===== config.mk =====
export PLATFORM = sky130hd
export DESIGN_NAME = rv_fetch_unit_flat
export DESIGN_NICKNAME = d
export VERILOG_FILES = /design/src/rtl/master_bus_pkg.sv /design/src/rtl/rv_pkg.sv /design/src/rtl/master_bus_if.sv /design/src/rtl/rv_fetch_fifo.sv /design/src/rtl/rv_fetch_unit.sv /design/src/flat_wrapper.sv
export SDC_FILE = /design/constraint.sdc
export NUM_CORES = 1
export LEC_CHECK = 0
export CAP_MARGIN = 20
export CORE_MARGIN = 2
export CORE_UTILIZATION = 38
export CTS_CLUSTER_SIZE = 25
export DETAILED_ROUTE_END_ITERATION = 8
export GPL_TIMING_DRIVEN = 1
export PLACE_DENSITY = 0.62
export SYNTH_ARGS = -nofsm -noshare
export SYNTH_HDL_FRONTEND = slang
export SYNTH_HIERARCHICAL = 1
export SYNTH_SLANG_ARGS = --single-unit

===== constraint.sdc =====
create_clock -name clk -period 7.45 [get_ports clk]
set_clock_uncertainty 0.2 [all_clocks]
set_input_delay 1.1175 -clock clk [delete_from_list [all_inputs] [get_ports clk]]
set_output_delay 1.1175 -clock clk [all_outputs]
set_load 0.01 [all_outputs]

===== src/rtl/master_bus_pkg.sv =====
// master_bus_pkg: transaction type and size encodings of the master bus
package master_bus_pkg;
    typedef enum logic {READ, WRITE} ttype_e;
    typedef enum logic [1:0] {BYTE, HALF, WORD} tsize_e;
endpackage


===== src/rtl/rv_pkg.sv =====
// rv_pkg: shared fetch-stage types for the rv32 core
package rv_pkg;
    typedef enum logic [2:0] {IDLE, REQ, WAIT, DRAIN, HALT} fetch_state_e;
    typedef struct packed {
        logic [31:0] pc;
        logic [31:0] data;
        logic        error;
    } fetch_entry_t;
endpackage


===== src/rtl/master_bus_if.sv =====
// master_bus_if: single-master request/grant bus with start/done handshake
interface master_bus_if;
    import master_bus_pkg::*;
    logic        breq;
    logic        bgnt;
    logic        bstart;
    logic        bdone;
    logic        berror;
    ttype_e      ttype;
    tsize_e      tsize;
    logic [31:0] addr;
    logic [31:0] wdata;
    logic [31:0] rdata;
    modport master (output breq, bstart, ttype, tsize, addr, wdata, input bgnt, bdone, berror, rdata);
    modport slave (input breq, bstart, ttype, tsize, addr, wdata, output bgnt, bdone, berror, rdata);
endinterface


===== src/rtl/rv_fetch_fifo.sv =====
// rv_fetch_fifo: sync FIFO with flush; head output holds its last value while empty
module rv_fetch_fifo
    import rv_pkg::*;
#(
    parameter int DEPTH = 2,
    parameter type T = fetch_entry_t,
    localparam int PW = (DEPTH > 1) ? $clog2(DEPTH) : 1,
    localparam int CW = $clog2(DEPTH + 1)
) (
    input  logic          clk,
    input  logic          rst_n,
    input  logic          push,
    input  logic          pop,
    input  logic          flush,
    input  T              din,
    output T              head,
    output logic          full,
    output logic          empty,
    output logic [CW-1:0] count
);
    T mem [DEPTH];
    T hold_q;
    logic [PW-1:0] rd_ptr, wr_ptr;
    logic do_pop, do_push;
    function automatic logic [PW-1:0] nxt(input logic [PW-1:0] p);
        return (p == PW'(DEPTH - 1)) ? '0 : p + 1'b1;
    endfunction
    assign empty   = count == '0;
    assign full    = count == CW'(DEPTH);
    assign do_pop  = pop & ~empty;
    assign do_push = push & (~full | do_pop);
    assign head    = empty ? hold_q : mem[rd_ptr];
    always_ff @(posedge clk) begin
        if (!rst_n) begin
            rd_ptr <= '0;
            wr_ptr <= '0;
            count  <= '0;
            hold_q <= '0;
        end else begin
            if (!empty) hold_q <= mem[rd_ptr];
            if (flush) begin
                rd_ptr <= '0;
                wr_ptr <= push ? nxt('0) : '0;
                count  <= push ? CW'(1) : '0;
                if (push) mem[0] <= din;
            end else begin
                if (do_push) begin
                    mem[wr_ptr] <= din;
                    wr_ptr      <= nxt(wr_ptr);
                end
                if (do_pop) rd_ptr <= nxt(rd_ptr);
                count <= count + CW'(do_push) - CW'(do_pop);
            end
        end
    end
endmodule


===== src/rtl/rv_fetch_unit.sv =====
// rv_fetch_unit: fetch PC, single-outstanding ibus reads, redirect/flush and instruction buffer
module rv_fetch_unit
    import rv_pkg::*;
    import master_bus_pkg::*;
#(
    parameter logic [31:0] INITIAL_PC = 32'h0000_0000,
    parameter int          DEPTH      = 2
) (
    input  logic         clk,
    input  logic         rst_n,
    master_bus_if.master ibus,
    input  logic         redirect_valid,
    input  logic [31:0]  redirect_pc,
    output logic         inst_valid,
    input  logic         inst_ready,
    output logic [31:0]  inst_data,
    output logic [31:0]  inst_pc,
    output logic         inst_error
);
    localparam int CW = $clog2(DEPTH + 1);
    fetch_state_e state, state_nxt;
    logic [31:0] fetch_pc, req_pc;
    logic halt_after, stray_ok, misaligned, in_flight, push, fifo_full, fifo_empty;
    logic [CW-1:0] fifo_count;
    fetch_entry_t push_entry, head;
    assign misaligned = redirect_pc[1:0] != 2'b00;
    assign in_flight  = ((state == WAIT || state == DRAIN) && !ibus.bdone) || (state == REQ && ibus.bgnt);
    assign push       = redirect_valid ? misaligned : (state == WAIT && ibus.bdone);
    always_comb begin
        push_entry.pc    = redirect_valid ? redirect_pc : req_pc;
        push_entry.data  = (redirect_valid || ibus.berror) ? 32'h0 : ibus.rdata;
        push_entry.error = redirect_valid || ibus.berror;
    end
    always_comb begin
        state_nxt = redirect_valid ? (in_flight ? DRAIN : misaligned ? HALT : IDLE) :
                    state == IDLE  ? (fifo_full ? IDLE : REQ) :
                    state == REQ   ? (ibus.bgnt ? WAIT : REQ) :
                    state == WAIT  ? (ibus.bdone ? (ibus.berror ? HALT : IDLE) : WAIT) :
                    state == DRAIN ? (ibus.bdone ? (halt_after ? HALT : IDLE) : DRAIN) : HALT;
    end
    always_ff @(posedge clk) begin
        if (!rst_n) begin
            state      <= IDLE;
            fetch_pc   <= INITIAL_PC;
            req_pc     <= INITIAL_PC;
            halt_after <= 1'b0;
            stray_ok   <= (stray_ok | ibus.breq) & ~ibus.bdone;
        end else begin
            state    <= state_nxt;
            stray_ok <= stray_ok & ~ibus.bdone;
            if (redirect_valid) begin
                fetch_pc   <= redirect_pc;
                halt_after <= misaligned;
            end else if (state == REQ && ibus.bgnt) begin
                fetch_pc <= fetch_pc + 32'd4;
                req_pc   <= fetch_pc;
            end
        end
    end
    assign ibus.breq   = state == REQ || state == WAIT || state == DRAIN;
    assign ibus.bstart = state == REQ;
    assign ibus.ttype  = READ;
    assign ibus.tsize  = WORD;
    assign ibus.addr   = fetch_pc;
    assign ibus.wdata  = 32'h0;
    rv_fetch_fifo #(.DEPTH(DEPTH), .T(fetch_entry_t)) u_fifo (
        .clk   (clk),
        .rst_n (rst_n),
        .push  (push),
        .pop   (inst_valid & inst_ready),
        .flush (redirect_valid),
        .din   (push_entry),
        .head  (head),
        .full  (fifo_full),
        .empty (fifo_empty),
        .count (fifo_count)
    );
    assign inst_valid = ~fifo_empty;
    assign inst_pc    = head.pc;
    assign inst_data  = head.data;
    assign inst_error = head.error;
    // a bdone left over from a transaction abandoned by reset is tolerated once
    assert property (@(posedge clk) disable iff (!rst_n) ibus.bdone |-> (state == WAIT || state == DRAIN || stray_ok));
    assert property (@(posedge clk) disable iff (!rst_n) fifo_count <= CW'(DEPTH));
endmodule

===== src/flat_wrapper.sv =====
// flat-port wrapper written by rule: the top's interface ports become plain ports
module rv_fetch_unit_flat import rv_pkg::*; import master_bus_pkg::*;
#(
    parameter logic [31:0] INITIAL_PC = 32'h0000_0000,
    parameter int          DEPTH      = 2
)
  (clk, rst_n, redirect_valid, redirect_pc, inst_valid, inst_ready, inst_data, inst_pc, inst_error, ibus_breq, ibus_bstart, ibus_ttype, ibus_tsize, ibus_addr, ibus_wdata, ibus_bgnt, ibus_bdone, ibus_berror, ibus_rdata);
  master_bus_if ibus_i ();
  input  logic clk;
  input  logic rst_n;
  input  logic redirect_valid;
  input  logic [31:0] redirect_pc;
  output logic inst_valid;
  input  logic inst_ready;
  output logic [31:0] inst_data;
  output logic [31:0] inst_pc;
  output logic inst_error;
  output wire logic [$bits(ibus_i.breq)-1:0] ibus_breq;
  output wire logic [$bits(ibus_i.bstart)-1:0] ibus_bstart;
  output wire logic [$bits(ibus_i.ttype)-1:0] ibus_ttype;
  output wire logic [$bits(ibus_i.tsize)-1:0] ibus_tsize;
  output wire logic [$bits(ibus_i.addr)-1:0] ibus_addr;
  output wire logic [$bits(ibus_i.wdata)-1:0] ibus_wdata;
  input wire logic [$bits(ibus_i.bgnt)-1:0] ibus_bgnt;
  input wire logic [$bits(ibus_i.bdone)-1:0] ibus_bdone;
  input wire logic [$bits(ibus_i.berror)-1:0] ibus_berror;
  input wire logic [$bits(ibus_i.rdata)-1:0] ibus_rdata;
  assign ibus_breq = ibus_i.breq;
  assign ibus_bstart = ibus_i.bstart;
  assign ibus_ttype = ibus_i.ttype;
  assign ibus_tsize = ibus_i.tsize;
  assign ibus_addr = ibus_i.addr;
  assign ibus_wdata = ibus_i.wdata;
  assign ibus_i.bgnt = ibus_bgnt;
  assign ibus_i.bdone = ibus_bdone;
  assign ibus_i.berror = ibus_berror;
  assign ibus_i.rdata = ibus_rdata;
  rv_fetch_unit #(.INITIAL_PC(INITIAL_PC), .DEPTH(DEPTH)) u_core (.clk(clk), .rst_n(rst_n), .ibus(ibus_i), .redirect_valid(redirect_valid), .redirect_pc(redirect_pc), .inst_valid(inst_valid), .inst_ready(inst_ready), .inst_data(inst_data), .inst_pc(inst_pc), .inst_error(inst_error));
endmodule

# Word-level counts from Yosys, hierarchy flattened
# Memory sizes are Yosys's and may differ from the RTL's. A register that Yosys moved wholly into a read port is not among the register bits.
# Index checks and enable logic that the tools add are counted.
op_classes:
  addsub: 5
  eq_ne: 4
  n_mux: 38
  bitwise: 8
  reduce_logical: 17
ops:
  columns: ["cell", "count"]
  rows:
  - ["2-to-1 mux 65 bit", 2]
  - ["2-to-1 mux 32 bit", 4]
  - ["OR reduction 65 bit", 1]
  - ["2-to-1 mux 3 bit", 11]
  - ["adder 32 x 3 -> 32 bit, second input constant", 1]
  - ["2-to-1 mux 1 bit", 19]
  - ["equality test 3 x 2 -> 1 bit, second input constant", 2]
  - ["nonzero test 2 bit", 3]
  - ["logical OR 1 bit", 5]
  - ["2-to-1 mux 2 bit", 2]
  - ["NOT 1 bit", 4]
  - ["bitwise AND 1 bit", 3]
  - ["equality test 3 x 1 -> 1 bit, second input constant", 1]
  - ["logical AND 1 bit", 3]
  - ["logical NOT 3 bit", 1]
  - ["adder 1 bit, second input constant", 2]
  - ["adder 2 x 1 -> 2 bit", 1]
  - ["equality test 2 bit, second input constant", 1]
  - ["logical NOT 2 bit", 1]
  - ["AND reduction 2 bit", 1]
  - ["OR reduction 2 bit", 1]
  - ["subtractor 2 x 1 -> 2 bit", 1]
  - ["logical NOT 1 bit", 1]
  - ["bitwise OR 1 bit", 1]
totals:
  reg_bits: 137
  ram_bits: 130
  in_bits: 71
  output_inout_bits: 135
  elab_cells: 83
  memories: 1
memory_table:
  columns: ["name", "depth", "word_bits", "rd", "rd_ports_with_merged_regs", "write_ports", "line", "source"]
  rows:
  - ["u_core.u_fifo.mem", 2, 65, 1, 1, 1, "rv_fetch_fifo.sv:21", "T mem [DEPTH];"]

# Longest topological paths before layout
# Gate-level depths: netlist (run 1).
depth:
  ltp_word: 12
  depth_mapped: 12
  depth_no_buf: 10

# By module
# The synthesis (run 1) kept the hierarchy.
by_module_without_submodules:
  columns: ["mod", "n_inst", "cells_per_inst", "area_per_inst_um2"]
  rows:
  - ["rv_fetch_fifo", 1, 526, 7788.7]
  - ["rv_fetch_unit", 1, 551, 4331.7]

# Worst setup path before layout (run 1)
# OpenSTA, ideal clock, no wires.
synth_path:
  path_type: "input-to-reg"
  startpoint: "input port redirect_valid"
  endpoint: "memory u_core/u_fifo/mem[1][0] in the netlist's numbering (enable)"
  setup_ps: 568
  t_arrival_ps: 6762
  required_time_ps: 6682
  path_slack_ps: -80
  cell_stages: 7
  path_buffers: 4
  path_cell_list: "clkbuf_1 clkbuf_1 clkbuf_1 o41ai_1 clkbuf_1 nand2_1 nor3_1"
synth_via:
  elab_chain_len: 8
synth_lines:
  columns: ["element", "line", "source"]
  rows:
  - ["start: declaration", "flat_wrapper.sv:11", "input logic redirect_valid;"]
  - ["2-to-1 mux 1 bit (*)", "rv_fetch_unit.sv:28", "assign push = redirect_valid ? misaligned : (state == WAIT && ibus.bdone);"]
  - ["via u_core.push", "rv_fetch_unit.sv:23", "logic halt_after, stray_ok, misaligned, in_flight, push, fifo_full, fifo_empty;"]
  - ["bitwise AND 1 bit", "rv_fetch_fifo.sv:31", "assign do_push = push & (~full | do_pop);"]
  - ["2-to-1 mux 1 bit", "rv_fetch_fifo.sv:47", "if (do_push) begin"]
  - ["2-to-1 mux 1 bit", "rv_fetch_fifo.sv:41", "if (flush) begin"]
  - ["2-to-1 mux 1 bit", "rv_fetch_fifo.sv:34", "if (!rst_n) begin"]
  - ["2-to-1 mux 1 bit (implied by the code)", "rv_fetch_fifo.sv:48", "mem[wr_ptr] <= din;"]
  - ["OR reduction 65 bit (no source line)", null, null]
  - ["2-to-1 mux 1 bit (no source line)", null, null]
  - ["end: declaration", "rv_fetch_fifo.sv:21", null]
# Mark *: on every way through the listed nets, which the timed path passes. The rest lies on a longest branch.

# Worst setup path in the final report (run 1)
layout_path:
  startpoint: "register u_core.u_fifo.count[0]"
  endpoint: "output port inst_data[8]"
layout_via:
  elab_chain_len: 2
layout_lines:
  columns: ["element", "line", "source"]
  rows:
  - ["start: declaration", "rv_fetch_fifo.sv:19", "output logic [CW-1:0] count"]
  - ["start signal: assignment", "rv_fetch_fifo.sv:44", "count <= push ? CW'(1) : '0;"]
  - ["start signal: assignment", "rv_fetch_fifo.sv:52", "count <= count + CW'(do_push) - CW'(do_pop);"]
  - ["logical NOT 2 bit", "rv_fetch_fifo.sv:28", "assign empty = count == '0;"]
  - ["2-to-1 mux 65 bit", null, null]
  - ["end: declaration", "flat_wrapper.sv:15", "output logic [31:0] inst_data;"]
# No other way between the ends.

==> results of run 1 <==
==> cell usage after synthesis (5+ instances only) <==
master / instances / area [um^2]
dfxtp_1: 138 / 2763
a21oi_1: 72 / 360.4
nor2b_1: 8 / 50.05
nand3_1: 22 / 110.1
mux2i_1: 67 / 670.6
nor4_1: 12 / 75.07
buf_6: 10 / 112.6
and2_1: 41 / 256.5
a31oi_1: 8 / 50.05
nand4_1: 14 / 87.58
inv_1: 15 / 56.30
nand2b_1: 10 / 62.56
edfxtp_1: 130 / 3904
nand2_1: 94 / 352.8
xnor2_1: 7 / 61.31
and3_1: 5 / 31.28
clkbuf_1: 35 / 131.4
and4_1: 10 / 87.58
clkbuf_4: 5 / 37.54
nor3_1: 14 / 70.07
buf_2: 21 / 105.1
a21boi_0: 36 / 270.3
nor2_1: 70 / 262.8
a211oi_2: 65 / 813.3
nor2_2: 10 / 62.56
buf_4: 37 / 277.8
mux2_2: 29 / 326.6
o21ai_0: 29 / 145.1
nor3b_1: 8 / 60.06
==> layout make-up <==
type	count	area (um^2)
clock buffer	48	942.2
clock inverter	9	71.32
fill	2943	16550
inverter	15	58.81
multi-input combinational	717	4871
sequential	268	6670
tap	402	503.0
timing repair buffer	184	1807
==> layer usage <==
metal	global-route usage	part of all wire	wire length, um
met1	0.2307	0.46	13050
met2	0.2613	0.45	12650
met5	0	0.00078	22
met3	0.03612	0.063	1769
met4	0.03806	0.023	636
==> metrics by stage <==
stage               worst slack [ns]  hold WS (ns)  power, mW    util  cell area [um^2]
global route                   2.724        0.2844      3.900  0.4741             14920
global placement               3.132        0.2491      2.283  0.4418             13900
finish                         2.935        0.2609      3.744  0.4741             14920
floorplan                      1.913        0.2400      2.043       -             12250
CTS                            2.947        0.2650      3.790  0.4740             14920
detailed placement             3.054        0.2570      2.294  0.4418             13900
==> flip-flops by register name, indices dropped and copies added, names as in the netlist, named ones only <==
register              count
u_core/req_pc            32
u_core/ibus.addr         32
u_core/halt_after         1
u_core/u_fifo/mem       130
u_core/u_fifo/wr_ptr      1
u_core/u_fifo/hold_q     65
u_core/u_fifo/count       2
u_core/u_fifo/rd_ptr      1
u_core/state              3
==> power by group <==
part	internal, mW	switching [mW]	total (mW)
combinational	0.286	0.308	0.594
sequential	1.62	0.0441	1.67
clock	0.898	0.586	1.48
==> logic make-up after synthesis <==
| family | Yosys count | synth area share |
|---|---|---|
| AND/OR/NAND/NOR | 334 | 0.1410 |
| flip-flops | 268 | 0.5500 |
| AO/OA/AOI/OAI | 240 | 0.1567 |
| buffers and inverters | 125 | 0.06008 |
| multiplexers | 96 | 0.08227 |
| XOR/XNOR | 10 | 0.007227 |
| adder cells (fa/ha/maj) | 2 | 0.002064 |
| other | 2 | 0.0006196 |
==> critical path, delay by kind of cell, from the launching register on <==
| family | cells | cell delay, ns |
|---|---|---|
| AND/OR/NAND/NOR | 2 | 0.74 |
| flip-flops | 1 | 0.40 |
| AO/OA/AOI/OAI | 1 | 0.22 |
| buffers and inverters | 2 | 1.08 |
==> final timing paths <==
kind	to	slack, ns	from
worst max register to register	u_core/u_fifo/mem[0][43]	3.66	u_core/u_fifo/count[0]
worst min-delay path	u_core/req_pc[5]	0.26	u_core/req_pc[5]
worst max-delay path	inst_data[8]	2.94	u_core/u_fifo/count[0]
worst min register to register	u_core/req_pc[5]	0.26	u_core/req_pc[5]
==> results.json, run 1 <==
{
  "status": "finished, final reports clean",
  "detail-route-antenna-nets": 0,
  "vias": 8407,
  "finalSetupViolations": 0,
  "async_reset_ff_frac": 0,
  "gp_congestion": 0.8211,
  "tns_ns": 0,
  "finalHoldViolCount": 0,
  "peakVddDrop_v": 0.0001693,
  "wl_per_cell_um": 17.12,
  "fin_crit_ns": 4.515,
  "grt_first_pass_wirelength_um": 44020,
  "cts-resized-gates": 0,
  "grt_util_all_layers": 0.1649,
  "diodes": 0,
  "root_buffer": "clkbuf_16",
  "drt-pass1-iter-count": 5,
  "core_area_mm2": 0.03147,
  "gr-total-overflow": 0,
  "max_clock_freq_mhz": 221.5,
  "netlist_area_mm2": 0.01212,
  "wl_um": 28120,
  "fp.dieArea_mm2": 0.03334,
  "dp_hpwl_um": 18040,
  "critPathMaxStageDelay_ns": 0.59,
  "cp_max_fo": 148,
  "drtIter0Drc": 425,
  "avgSynthCellArea_um2": 11.25,
  "mostFrequentLayoutCells": "clkdlybuf4s50_1, dfxtp_1, edfxtp_1",
  "rows": 65,
  "nets": 1290,
  "path_clk_slew_ns": 0.06,
  "start_util": 0.3851,
  "syn_inst": 1077,
  "ys_seq_area_frac": 0.5500,
  "rsz0062_at_grt": "no",
  "die_w_um": 182.6,
  "critPathCaptureType": "primary output",
  "final_common_cell": "clkdlybuf4s50_1",
  "ys_ff_latch": 268,
  "cts_setup_buffers": 0,
  "min_path_cells": 2,
  "critPathLaunchType": "flip-flop",
  "ys.flop_type": "dfxtp_1",
  "cts.sinks": 268,
  "maxCapViolCount": 0,
  "antenna_found_initial": 2,
  "finalNonFillerCells": 1643,
  "placed_cells": 1585,
  "reg2regPathDepth": 7,
  "port_buffers": 170,
  "required_ns": 6.13,
  "path_class": "flip-flop to primary output",
  "chipHeight_um": 182.6,
  "boundaryPins": 206,
  "worstPathCellList": "or2_4, buf_12, nor2_1, a21oi_1, clkdlybuf4s50_1",
  "cts_tree": "yes",
  "cp_slowest_cell": "or2_4",
  "grt_pass1_vias": 7982,
  "cp.arrival_ns": 3.20,
  "fin_crit_sh": 0.6060,
  "powerDensity_mw_per_mm2": 250.9,
  "syn_to_final_growth_pct": 23.12,
  "layout-drive-gt1-share": 0.1442,
  "hold_buffers": 0,
  "clockBufferDepth": 3,
  "ys_types": 63,
  "synth_warnings": 6,
  "cts_max_level": 1,
  "worst_slew_pin_slew_ns": 0.9913,
  "drv_slew": 0,
  "route.detailed.drc": 0,
  "p_leak_nw": 4.955,
  "clock_latency_ns": 0.55,
  "grt_max_degree": 149,
  "hold_class": "flip-flop to flip-flop",
  "relSlewSlack": 0.3391,
  "cts_buffers": 31,
  "synth_edf_count": 130,
  "via_per_inst": 5.117
}
Note: power is estimated with default switching activity, not from simulation.
==> inputs of run 2 (changes only) <==
Clock period 7.45 ns to 3.83 ns, I/O delays scaled along.
==> results.json, run 2 (synthesis gave the netlist of run 1 again) <==
{
  "cts-resized-gates": 0,
  "route.detailed.drc": 0,
  "path_clk_slew_ns": 0.06,
  "timing.final.ws_setup_ns": 0.2143,
  "grt_util_all_layers": 0.1665,
  "fin_crit_sh": 0.9440,
  "cts.sinks": 268,
  "intPower_mw": 5.328,
  "cts_max_level": 1,
  "syn_to_final_growth_pct": 23.56,
  "cts_setup_buffers": 0,
  "fp.dieArea_mm2": 0.03334,
  "finalHoldViolCount": 0,
  "drtIter0Drc": 451,
  "cts_buffers": 30,
  "grt_pass1_vias": 8021,
  "rrSetupSlack_ns": 0.83,
  "drt-pass1-iter-count": 4,
  "min_path_cells": 2,
  "core_area_mm2": 0.03147,
  "switching_share": 0.2541,
  "critPathLaunchType": "flip-flop",
  "nets": 1297,
  "path_class": "flip-flop to primary output",
  "mostFrequentLayoutCells": "clkdlybuf4s50_1, dfxtp_1, edfxtp_1",
  "largest_register": "u_core/u_fifo/mem",
  "hold_buffers": 0,
  "final_common_cell": "clkdlybuf4s50_1",
  "diodes": 0,
  "detail-route-antenna-nets": 0,
  "dp_slack_ns": 0.6335,
  "dp_hpwl_um": 18940,
  "root_buffer": "clkbuf_16",
  "status": "finished, final reports clean",
  "finalSetupViolations": 0,
  "p_leak_nw": 4.967,
  "die_w_um": 182.6,
  "crit_start": "u_core/u_fifo/count[0]",
  "grt_max_degree": 57,
  "largestRegisters": "u_core/u_fifo/mem x130, u_core/u_fifo/hold_q x65",
  "fill_cells": 2909,
  "maxCapViolCount": 0,
  "powerDensity_mw_per_mm2": 477.0,
  "p_clk_frac": 0.381,
  "relSlewSlack": 0.3993,
  "via_per_inst": 5.107,
  "worst_slew_pin_slew_ns": 0.8936,
  "timing.rr.end": "u_core/u_fifo/mem[0][45]",
  "p_seq_frac": 0.454,
  "gr-total-overflow": 0,
  "chipHeight_um": 182.6,
  "max_clock_freq_mhz": 276.6,
  "cp.arrival_ns": 2.84,
  "clock_latency_ns": 0.55,
  "fin_crit_ns": 3.616,
  "largest_reg_flops": 130,
  "critPathCaptureType": "primary output",
  "peakVddDrop_v": 0.0003130,
  "vias": 8426,
  "hold_class": "flip-flop to flip-flop",
  "tns_ns": 0,
  "clockBufferDepth": 3,
  "pwr-share-comb": 0.166,
  "cp-endpoint": "inst_data[29]",
  "layout-drive-gt1-share": 0.1490,
  "rsz0062_at_grt": "no",
  "required_ns": 3.06,
  "worstReg2RegStart": "u_core/u_fifo/count[0]",
  "port_buffers": 170,
  "cp_max_fo": 52,
  "gp_congestion": 0.8251,
  "reg2regPathDepth": 7,
  "cts_tree": "yes",
  "wl_um": 28500,
  "drv_slew": 0,
  "grt_first_pass_wirelength_um": 44150,
  "boundaryPins": 206,
  "start_util": 0.3851,
  "antenna_found_initial": 0,
  "wl_per_cell_um": 17.27,
  "rows": 65,
  "power.net_switching_mw": 1.816
}
-- run 2: cell count changes in the layout (fill, tap and decap cells not counted) --
cell        delta
nand2_2        +1
clkbuf_8       -3
clkinvlp_4     +3
nand2_1        -1
buf_12         +4
buf_4          +5
clkinv_1       +2
o41ai_2        +1
clkbuf_2       -1
clkbuf_16      -2
inv_6          -1
o41ai_1        -1
-- run 2: worst min path at each step --
| stage | start | to |
|---|---|---|
| 2_1_floorplan | u_core/halt_after | u_core/halt_after |
| 3_3_place_gp | u_core/req_pc[9] | u_core/req_pc[9] |
| 3_5_place_dp | u_core/req_pc[8] | u_core/req_pc[8] |
| 4_1_cts | u_core/req_pc[8] | u_core/req_pc[8] |
| 5_1_grt | u_core/req_pc[24] | u_core/req_pc[24] |
| 6_report | u_core/req_pc[26] | u_core/req_pc[26] |
-- run 2: cell type report --
| cell class | instances | area [um^2] | area share |
|---|---|---|---|
| Clock buffer | 43 | 850.8 | 0.05681 |
| Clock inverter | 13 | 92.59 | 0.006183 |
| Inverter | 15 | 58.81 | 0.003927 |
| Multi-Input combinational cell | 717 | 4881 | 0.3259 |
| Sequential cell | 268 | 6670 | 0.4454 |
| Tap cell | 402 | 503.0 | 0.03359 |
| Timing Repair Buffer | 192 | 1919 | 0.1282 |
-- run 2: power by group through the flow --
stage,combinational (mW),clock (mW),sequential (mW)
after floorplan,0.697,0,3.28
after global placement,1.17,0,3.30
after detailed placement,1.19,0,3.30
after CTS,1.20,2.79,3.24
after global routing,1.29,2.90,3.26
final,1.18,2.72,3.24
-- run 2: worst max-delay path: stages (launching register included) --
cell	delay (ns)
dfxtp_1	0.41
or2_4	0.67
buf_4	0.40
nor2_1	0.10
a21oi_1	0.15
clkdlybuf4s50_1	0.55
-- run 2: metal layers --
layer  GRT usage  part of all wire
met5           0                 0
met2      0.2788              0.47
met3     0.03053             0.057
met1      0.2257              0.45
met4     0.03516             0.017
-- run 2: metrics by stage --
step	hold WS (ns)	utilization	area (um^2)	cells	total power [mW]
after floorplan	0.2400	-	12300	1110	3.978
after global placement	0.2477	0.4458	14030	1594	4.471
after detailed placement	0.2551	0.4458	14030	1594	4.493
after CTS	0.2629	0.4758	14980	1650	7.226
after global routing	0.2788	0.4758	14980	1650	7.453
final	0.2615	0.4758	14980	1650	7.144
